**src/rtl/serial_adder_if.sv**
```systemverilog
// Operand/result bundle for the bit-serial adder.
// The master side issues additions and the slave side (the adder) answers them.
interface serial_adder_if #(
    parameter int nrOfBits = 8
);
    logic                start;
    logic                carryIn;
    logic [nrOfBits-1:0] dataA;
    logic [nrOfBits-1:0] dataB;
    logic                busy;
    logic                done;
    logic [nrOfBits-1:0] result;
    logic                carryOut;

    modport master (
        output start, carryIn, dataA, dataB,
        input  busy, done, result, carryOut
    );

    modport slave (
        input  start, carryIn, dataA, dataB,
        output busy, done, result, carryOut
    );
endinterface

```
**src/rtl/serial_adder.sv**
```systemverilog
// Bit-serial ripple adder: one full-add per clock, LSB first, result and carry
// published together on completion and held until the next completion.
module serial_adder #(
    parameter int nrOfBits = 8
) (
    input  logic           clock,
    input  logic           reset,
    serial_adder_if.slave  bus
);
    localparam int cntWidth = (nrOfBits > 1) ? $clog2(nrOfBits) : 1;
    localparam logic [cntWidth-1:0] lastBit = cntWidth'(nrOfBits - 1);

    typedef enum logic [1:0] {
        IDLE   = 2'd0,
        RUN    = 2'd1,
        FINISH = 2'd2
    } state_t;

    function automatic logic majority(input logic x, input logic y, input logic z);
        return (x & y) | (x & z) | (y & z);
    endfunction

    state_t              state_r,    nextState_s;
    logic [nrOfBits-1:0] opA_r,      opA_s;
    logic [nrOfBits-1:0] opB_r,      opB_s;
    logic [nrOfBits-1:0] sum_r,      sum_s;
    logic [cntWidth-1:0] cnt_r,      cnt_s;
    logic                carry_r,    carry_s;
    logic [nrOfBits-1:0] result_r,   result_s;
    logic                carryOut_r, carryOut_s;
    logic                busy_r,     busy_s;
    logic                done_r,     done_s;
    logic                sumBit_s;
    logic                carryBit_s;
    logic [nrOfBits-1:0] shifted_s;

    // Next-state and datapath update for one serial full-add step.
    always_comb begin
        nextState_s = state_r;
        opA_s       = opA_r;
        opB_s       = opB_r;
        sum_s       = sum_r;
        cnt_s       = cnt_r;
        carry_s     = carry_r;
        result_s    = result_r;
        carryOut_s  = carryOut_r;
        busy_s      = 1'b0;
        done_s      = 1'b0;

        sumBit_s   = opA_r[0] ^ opB_r[0] ^ carry_r;
        carryBit_s = majority(opA_r[0], opB_r[0], carry_r);
        // New sum bit enters at the MSB so the LSB lands at bit 0 after nrOfBits steps.
        shifted_s               = sum_r >> 1;
        shifted_s[nrOfBits-1]   = sumBit_s;

        case (state_r)
            IDLE: begin
                if (bus.start) begin
                    nextState_s = RUN;
                    opA_s       = bus.dataA;
                    opB_s       = bus.dataB;
                    carry_s     = bus.carryIn;
                    sum_s       = '0;
                    cnt_s       = '0;
                    busy_s      = 1'b1;
                end else begin
                    nextState_s = IDLE;
                end
            end
            RUN: begin
                opA_s   = opA_r >> 1;
                opB_s   = opB_r >> 1;
                sum_s   = shifted_s;
                carry_s = carryBit_s;
                cnt_s   = cnt_r + cntWidth'(1);
                if (cnt_r == lastBit) begin
                    nextState_s = FINISH;
                    result_s    = shifted_s;
                    carryOut_s  = carryBit_s;
                    done_s      = 1'b1;
                end else begin
                    nextState_s = RUN;
                    busy_s      = 1'b1;
                end
            end
            FINISH: begin
                if (bus.start) begin
                    nextState_s = RUN;
                    opA_s       = bus.dataA;
                    opB_s       = bus.dataB;
                    carry_s     = bus.carryIn;
                    sum_s       = '0;
                    cnt_s       = '0;
                    busy_s      = 1'b1;
                end else begin
                    nextState_s = IDLE;
                end
            end
            default: begin
                nextState_s = IDLE;
            end
        endcase
    end

    // State register with synchronous active-low reset.
    always_ff @(posedge clock) begin
        if (!reset) begin
            state_r <= IDLE;
        end else begin
            state_r <= nextState_s;
        end
    end

    // Datapath and registered outputs; reset clears everything so an abandoned add leaves no trace.
    always_ff @(posedge clock) begin
        if (!reset) begin
            opA_r      <= '0;
            opB_r      <= '0;
            sum_r      <= '0;
            cnt_r      <= '0;
            carry_r    <= 1'b0;
            result_r   <= '0;
            carryOut_r <= 1'b0;
            busy_r     <= 1'b0;
            done_r     <= 1'b0;
        end else begin
            opA_r      <= opA_s;
            opB_r      <= opB_s;
            sum_r      <= sum_s;
            cnt_r      <= cnt_s;
            carry_r    <= carry_s;
            result_r   <= result_s;
            carryOut_r <= carryOut_s;
            busy_r     <= busy_s;
            done_r     <= done_s;
        end
    end

    assign bus.busy     = busy_r;
    assign bus.done     = done_r;
    assign bus.result   = result_r;
    assign bus.carryOut = carryOut_r;
endmodule
```
**src/flat_wrapper.sv**
```systemverilog
// flat-port wrapper written by rule: the top's interface ports become plain ports
module serial_adder_flat 
#(
    parameter int nrOfBits = 8
)
  (clock, reset, bus_start, bus_carryIn, bus_dataA, bus_dataB, bus_busy, bus_done, bus_result, bus_carryOut);
  serial_adder_if #(.nrOfBits(nrOfBits)) bus_i ();
  input  logic clock;
  input  logic reset;
  input wire logic [$bits(bus_i.start)-1:0] bus_start;
  input wire logic [$bits(bus_i.carryIn)-1:0] bus_carryIn;
  input wire logic [$bits(bus_i.dataA)-1:0] bus_dataA;
  input wire logic [$bits(bus_i.dataB)-1:0] bus_dataB;
  output wire logic [$bits(bus_i.busy)-1:0] bus_busy;
  output wire logic [$bits(bus_i.done)-1:0] bus_done;
  output wire logic [$bits(bus_i.result)-1:0] bus_result;
  output wire logic [$bits(bus_i.carryOut)-1:0] bus_carryOut;
  assign bus_i.start = bus_start;
  assign bus_i.carryIn = bus_carryIn;
  assign bus_i.dataA = bus_dataA;
  assign bus_i.dataB = bus_dataB;
  assign bus_busy = bus_i.busy;
  assign bus_done = bus_i.done;
  assign bus_result = bus_i.result;
  assign bus_carryOut = bus_i.carryOut;
  serial_adder #(.nrOfBits(nrOfBits)) u_core (.clock(clock), .reset(reset), .bus(bus_i));
endmodule
```
**config.mk**
```make
export PLATFORM = sky130hd
export DESIGN_NAME = serial_adder_flat
export DESIGN_NICKNAME = d
export VERILOG_FILES = /design/src/rtl/serial_adder_if.sv /design/src/rtl/serial_adder.sv /design/src/flat_wrapper.sv
export SDC_FILE = /design/constraint.sdc
export NUM_CORES = 1
export LEC_CHECK = 0
export ABC_CLOCK_PERIOD_IN_PS = 1400
export CORE_ASPECT_RATIO = 0.8
export CORE_MARGIN = 2
export CORE_UTILIZATION = 46
export CTS_CLUSTER_DIAMETER = 120
export CTS_CLUSTER_SIZE = 30
export DETAILED_ROUTE_END_ITERATION = 8
export MAX_ROUTING_LAYER = met4
export PLACE_DENSITY = 0.86
export SLEW_MARGIN = 20
export SYNTH_ARGS = -nofsm -noshare
export SYNTH_HDL_FRONTEND = slang
export SYNTH_SLANG_ARGS = --single-unit
```
**constraint.sdc**
```tcl
create_clock -name clock -period 1.4 [get_ports clock]
set_clock_uncertainty 0.2 [all_clocks]
set_input_delay 0.28 -clock clock [delete_from_list [all_inputs] [get_ports clock]]
set_output_delay 0.28 -clock clock [all_outputs]
set_load 0.02 [all_outputs]
```
==> impl_metrics.json <==
{
  "outcome": "complete, no violations",
  "grt_setup_unrepaired": "yes",
  "remaining_drc_errors": 0,
  "insertedDiodeCount": 0,
  "power.share.switching": 0.233,
  "detail-route-antenna-nets": 0,
  "static_leakage_nw": 1.04,
  "first_global_vias": 1371,
  "grt_use_total": 0.190,
  "h-tree-depth": 2,
  "clock_tree.root_cell": "sky130_fd_sc_hd__clkbuf_8",
  "combinationalPowerShare": 0.154,
  "final-setup-viol-count": 0,
  "post-dp-hpwl_um": 2340,
  "met3WireLength_um": 173,
  "final_util": 0.660,
  "slew-limit-headroom": 0.885,
  "core_region_area_sq_um": 3520,
  "multi_input_area_sq_um": 901,
  "syn_to_final_growth_pct": 34.4,
  "ff_latch_area_sq_um": 790,
  "cts.sink_count": 39,
  "hp-class": "register to register",
  "wl_per_cell_um": 14.1,
  "synthDistinctLibCells": 26,
  "gr-total-overflow": 0,
  "placer_congestion": 0.750,
  "ctsLongestPathBuffers": 2,
  "vias_per_cell": 5.61,
  "register_to_register_setup_slack_ns": 0.01,
  "die-area_sq_um": 4270,
  "die_w_um": 72.5,
  "cts.hold.buffers_added": 0,
  "drt_first_pass_iters": 5,
  "drt-initial-drc-count": 115,
  "intPower_mw": 2.04,
  "worstPathRequired_ns": 1.44,
  "clock_power_share": 0.391,
  "synth_nets": 197,
  "crit_fanout": 2,
  "max_freq_ghz": 0.721,
  "crit_path_start_kind": "register",
  "vdd_ir_drop_max_mv": 0.705,
  "port-buffer-count": 30,
  "filler_cell_count": 287,
  "route.met2.wl_um": 1640,
  "wl_met1_um": 1670,
  "timing_max_transition_violations_final": 0,
  "total_number_of_placement_rows": 19,
  "fin_nets": 233,
  "top_layer_used_by_detailed_routing": "met4",
  "post_route_cells_drive_above_1_share": 0.218,
  "synthesis.area_sq_um": 1730,
  "share_seq_of_total_power": 0.455,
  "yosysWarningCount": 0,
  "ioPinCount": 31,
  "timing_hold_violations_final": 0,
  "worst_pin_slew_ns": 0.172,
  "numCtsBuffers": 5,
  "net_switching_power_mw": 0.618,
  "detailedPlace.worstSlack_ns": -0.249,
  "clk_pin_slew_worst_paths_ns": 0.07,
  "grt_start_max_net_pins": 40,
  "syn-instance-count": 174,
  "grt_first_pass_wirelength_um": 5980,
  "power_density_nw_per_um2": 1140,
  "final_common_cell": "sky130_fd_sc_hd__dfxtp_1",
  "clock_latency_ns": 0.30,
  "tritoncts": "built",
  "worst-setup-path-type": "register to register",
  "finalWirelength_um": 3580,
  "synth_sequential_area_ratio": 0.452,
  "cap_viol_max_count": 0,
  "syn_area_cell_sq_um": 9.94,
  "fp.dieH_um": 58.8,
  "worstSetupEndpointType": "register",
  "yosys_register_bits": 39,
  "initial_antenna_violation_count": 0,
  "route.vias.total": 1419,
  "layout_common_cells": "sky130_fd_sc_hd__dfxtp_1 (34), sky130_fd_sc_hd__nand3_1 (19), sky130_fd_sc_hd__nand2_1 (19), sky130_fd_sc_hd__clkdlybuf4s50_1 (19), sky130_fd_sc_hd__mux2i_1 (16)",
  "postLayoutSetupSlackWorst_ns": 0.0136,
  "period_share": 0.990,
  "arrival_ns": 1.42,
  "final_period_minus_worst_setup_slack_ns": 1.39,
  "initial_core_util": 0.491
}
layout make-up:
| type | count | area share |
|---|---|---|
| clock buffer | 7 | 0.0420 |
| clock inverter | 1 | 0.0129 |
| multi-input combinational | 120 | 0.388 |
| sequential | 39 | 0.340 |
| tap | 42 | 0.0226 |
| timing repair buffer | 44 | 0.195 |
path summary, 6_finish.rpt:
kind                                      from                                end  cells after the start
max                u_core.carry_r$_SDFFE_PN0P_  u_core.bus.result[7]$_SDFFE_PN0P_                      3
min          u_core.bus.result[0]$_SDFFE_PN0P_  u_core.bus.result[0]$_SDFFE_PN0P_                      2
max reg2reg        u_core.carry_r$_SDFFE_PN0P_  u_core.bus.result[7]$_SDFFE_PN0P_                      3
min reg2reg  u_core.bus.result[0]$_SDFFE_PN0P_  u_core.bus.result[0]$_SDFFE_PN0P_                      2
state kept, by name (all words and copies together), names as in the netlist:
| name | count |
|---|---|
| u_core.bus.result | 8 |
| u_core.opA_r | 8 |
| u_core.opB_r | 8 |
| u_core.sum_r | 7 |
| u_core.cnt_r | 3 |
| u_core.state_r | 2 |
| u_core.bus.carryOut | 1 |
| u_core.bus.done | 1 |
| u_core.carry_r | 1 |
critical path: stages, from the launching register on:
cell                       delay (ns)
sky130_fd_sc_hd__dfxtp_2         0.33
sky130_fd_sc_hd__fa_2            0.58
sky130_fd_sc_hd__nand3_1         0.09
sky130_fd_sc_hd__a21boi_1        0.12
cells by family after synthesis:
logic type	count (synthesis)	synth area share
AOI/OAI and AO/OA	51	0.220
and+or+nand+nor	50	0.154
DFF	39	0.452
muxes	16	0.0926
buffers and inverters	15	0.0557
adders and majority gates	3	0.0260
cells in the mapped netlist, drive strengths merged:
| cell type | count | share of area |
|---|---|---|
| a21boi | 19 | 0.082 |
| o211a | 15 | 0.087 |
| nand3b | 1 | 0.0065 |
| nand2b | 2 | 0.013 |
| and2 | 1 | 0.0036 |
| dfxtp | 39 | 0.45 |
| fa | 1 | 0.012 |
| o21a | 1 | 0.0043 |
| clkbuf | 5 | 0.012 |
| ha | 2 | 0.014 |
| nor2 | 1 | 0.0022 |
| nor2b | 3 | 0.015 |
| buf | 10 | 0.044 |
| nand3 | 19 | 0.055 |
| o21ai | 16 | 0.046 |
| nand2 | 20 | 0.048 |
| and3 | 3 | 0.011 |
| mux2i | 16 | 0.093 |
routing by layer:
| layer | vias to the layer above | global-route usage |
|---|---|---|
| li1 | 690 | - |
| met1 | 677 | 0.226 |
| met2 | 42 | 0.299 |
| met3 | 10 | 0.0462 |
| met4 | 0 | 0.0979 |
| met5 | - | - |
power groups by stage:
stage / combinational (mW) / clock (mW) / sequential, mW
after floorplan: 0.244 / 0 / 1.22
after global placement: 0.382 / 0 / 1.23
after detailed placement: 0.388 / 0 / 1.23
after CTS: 0.397 / 1.06 / 1.21
after global routing: 0.448 / 1.10 / 1.22
final: 0.409 / 1.04 / 1.21
per-stage QoR:
stage / cell area, sq um / total power, mW / hold slack, ns / TNS [ns] / instances
after floorplan: 1740 / 1.47 / 0.225 / -0.00460 / 174
after global placement: 2170 / 1.61 / 0.254 / -5.49 / 245
after detailed placement: 2170 / 1.62 / 0.261 / -6.73 / 245
after CTS: 2340 / 2.67 / 0.270 / -0.0282 / 253
after global routing: 2320 / 2.76 / 0.269 / -0.350 / 253
final: 2320 / 2.66 / 0.250 / 0 / 253
timing repair:
| item | CTS | global route |
|---|---|---|
| setup endpoints to repair | 29 | 37 |
| pin swaps | 0 | 3 |
| resized for setup | 45 | 34 |
| setup buffers | 0 | 0 |
Power figures use the tool's default switching activity.
==> RTL change (config.mk and constraints unchanged) <==
`nrOfBits` is set to 8 in 3 places; all go to 16.
--- a/src/rtl/serial_adder_if.sv
+++ b/src/rtl/serial_adder_if.sv
@@ -1,7 +1,7 @@
 // Operand/result bundle for the bit-serial adder.
 // The master side issues additions and the slave side (the adder) answers them.
 interface serial_adder_if #(
-    parameter int nrOfBits = 8
+    parameter int nrOfBits = 16
 );
     logic                start;
     logic                carryIn;
--- a/src/rtl/serial_adder.sv
+++ b/src/rtl/serial_adder.sv
@@ -1,7 +1,7 @@
 // Bit-serial ripple adder: one full-add per clock, LSB first, result and carry
 // published together on completion and held until the next completion.
 module serial_adder #(
-    parameter int nrOfBits = 8
+    parameter int nrOfBits = 16
 ) (
     input  logic           clock,
     input  logic           reset,
--- a/src/flat_wrapper.sv
+++ b/src/flat_wrapper.sv
@@ -1,7 +1,7 @@
 // flat-port wrapper written by rule: the top's interface ports become plain ports
 module serial_adder_flat 
 #(
-    parameter int nrOfBits = 8
+    parameter int nrOfBits = 16
 )
   (clock, reset, bus_start, bus_carryIn, bus_dataA, bus_dataB, bus_busy, bus_done, bus_result, bus_carryOut);
   serial_adder_if #(.nrOfBits(nrOfBits)) bus_i ();
Ports: changed (resized bus_dataA, bus_dataB and bus_result); port bits go from 31 to 55. No check against the original RTL was run, so the function may have changed too.
==> RTL change against the original RTL <==
  * The flow now finishes with violations (negative setup slack)
  * Utilization up 9.7 points
  * Maximum frequency down 12%
  * Via count up 99%
  * Synthesized area up 67%
  * Sequential cell count up 33
  * Routed wire length rose to 2.7 times the old value
  * Clock power up 83%
  * Design area up 96%
  * Sequential share of layout area down 2.1 points
  * Setup slack worse by 0.20 ns
  * Total power up 97%
  * Largest cell class unchanged
==> RTL change: results (changes against the original RTL) <==
[routing]
wl_microns = 9810  ; +170%
detail_route.vias_per_cell = 6.12  ; +9.2%
met3RoutedLength_microns = 766  ; +340%
dr_wl_met2_microns = 4820  ; +190%

[outcome]
violations = negative setup slack
outcome = complete, but fails checks

[clock_tree]
htreeDepth = 3  ; +1
clock_latency_ns = 0.36  ; +0.06 ns
numCtsBuffers = 9  ; +4
clk_pin_slew_ns = 0.08

[place]
gp_congestion = 0.799  ; +6.6%
dp_hpwl_microns = 4510  ; +93%
io_buffers = 54  ; +80%

[logic_synthesis]
syn_nets = 333  ; +69%
synth_common_cells = dfxtp_1 (72), mux2i_1 (33), nor3_1 (32)
synth_cell_types = 26  ; unchanged
ys_seq_area_frac = 0.498  ; +0.0470

[power_and_ir_drop]
leakagePower_nw = 1.74  ; +68%
peakVddDrop_v = 0.000668  ; -5.2%

[global_routing]
track_usage = 0.250  ; +0.0601
grt_max_degree = 22  ; -45%
grt_first_pass_wirelength_microns = 12900  ; +120%
grt_pass1_vias = 2563  ; +87%

[sta]
hold_ws_ns = 0.273  ; +0.0234 ns
fin_ws_ns = -0.182  ; -0.196 ns
setup_violations = 70  ; +70
fin_tns_setup_ns = -6.19  ; -6.19 ns

[cells_and_area]
fin_nets = 414  ; +78%
fillers = 357  ; +24%
drive_above_1_share = 0.423  ; +0.205

[critical_path]
path_max_fanout = 5  ; +3
arrival_ns = 1.66  ; +0.24 ns

-- RTL change: cell types whose count changed in the layout (fill, tap and decap cells not counted), moves of 16 or more --
cell,delta
dfxtp_1,+34
nor3_2,+24
a211oi_2,+23
buf_4,+16
clkdlybuf4s50_1,+16
-- RTL change: worst max-delay path, cell delays in order (launching register included) --
cell      delay, ns
dfxtp_4        0.42
buf_12         0.13
nand2b_4       0.19
buf_4          0.14
buf_6          0.13
nand3_1        0.10
a21oi_1        0.19
-- RTL change: what timing repair did --
item	in CTS	in global routing
setup buffers	4	9
gates resized for setup	111	48
hold endpoints to repair	0	0
setup endpoints to repair	86	74
pin swaps	4	19
gates cloned	2	5
-- RTL change: logic make-up (layout without fill, tap and decap cells) --
group | after synthesis | count (layout) | synth area share
AO/OA/AOI/OAI | 71 | 72 | 0.174
adder cells (fa/ha/maj) | 2 | 2 | 0.0113
buffers and inverters | 32 | 117 | 0.0580
flip-flops | 72 | 72 | 0.498
multiplexers | 33 | 33 | 0.114
AND/OR/NAND/NOR | 85 | 85 | 0.144
-- RTL change: path summary, 6_finish.rpt --
| check | start | endpoint | cells past startpoint |
|---|---|---|---|
| max reg2reg | u_core.state_r[0] | u_core.sum_r[9] | 6 |
| min | u_core.bus.carryOut | u_core.bus.carryOut | 2 |
| min reg2reg | u_core.bus.carryOut | u_core.bus.carryOut | 2 |
| max | u_core.state_r[0] | u_core.sum_r[9] | 6 |
-- RTL change: metal layers --
layer,vias up,track usage
met5,-,-
met4,0,0.0882
met3,28,0.0751
met2,175,0.385
met1,1373,0.317
li1,1253,-
-- RTL change: layout make-up --
cell class / instances / share of cell area
Multi-Input combinational cell: 192 / 0.376
Clock inverter: 3 / 0.0143
Timing Repair Buffer: 99 / 0.233
Inverter: 2 / 0.00165
Clock buffer: 13 / 0.0349
Sequential cell: 72 / 0.318
Tap cell: 81 / 0.0223
-- RTL change: stage by stage --
| stage | area (sq um) | util | std cells | worst slack, ns |
|---|---|---|---|---|
| floorplan | 3110 | - | 295 | -0.0791 |
| global placement | 3840 | 0.640 | 428 | -0.278 |
| detailed placement | 3840 | 0.640 | 428 | -0.323 |
| CTS | 4230 | 0.704 | 450 | -0.0794 |
| global route | 4550 | 0.758 | 462 | -0.198 |
| finish | 4550 | 0.758 | 462 | -0.182 |
-- RTL change: report_power, final --
part           leakage, nW  internal (mW)  switching [mW]
logic                 1.04          0.562           0.514
registers            0.591           2.16          0.0976
clock network        0.114           1.10           0.797
total                 1.74           3.82            1.41
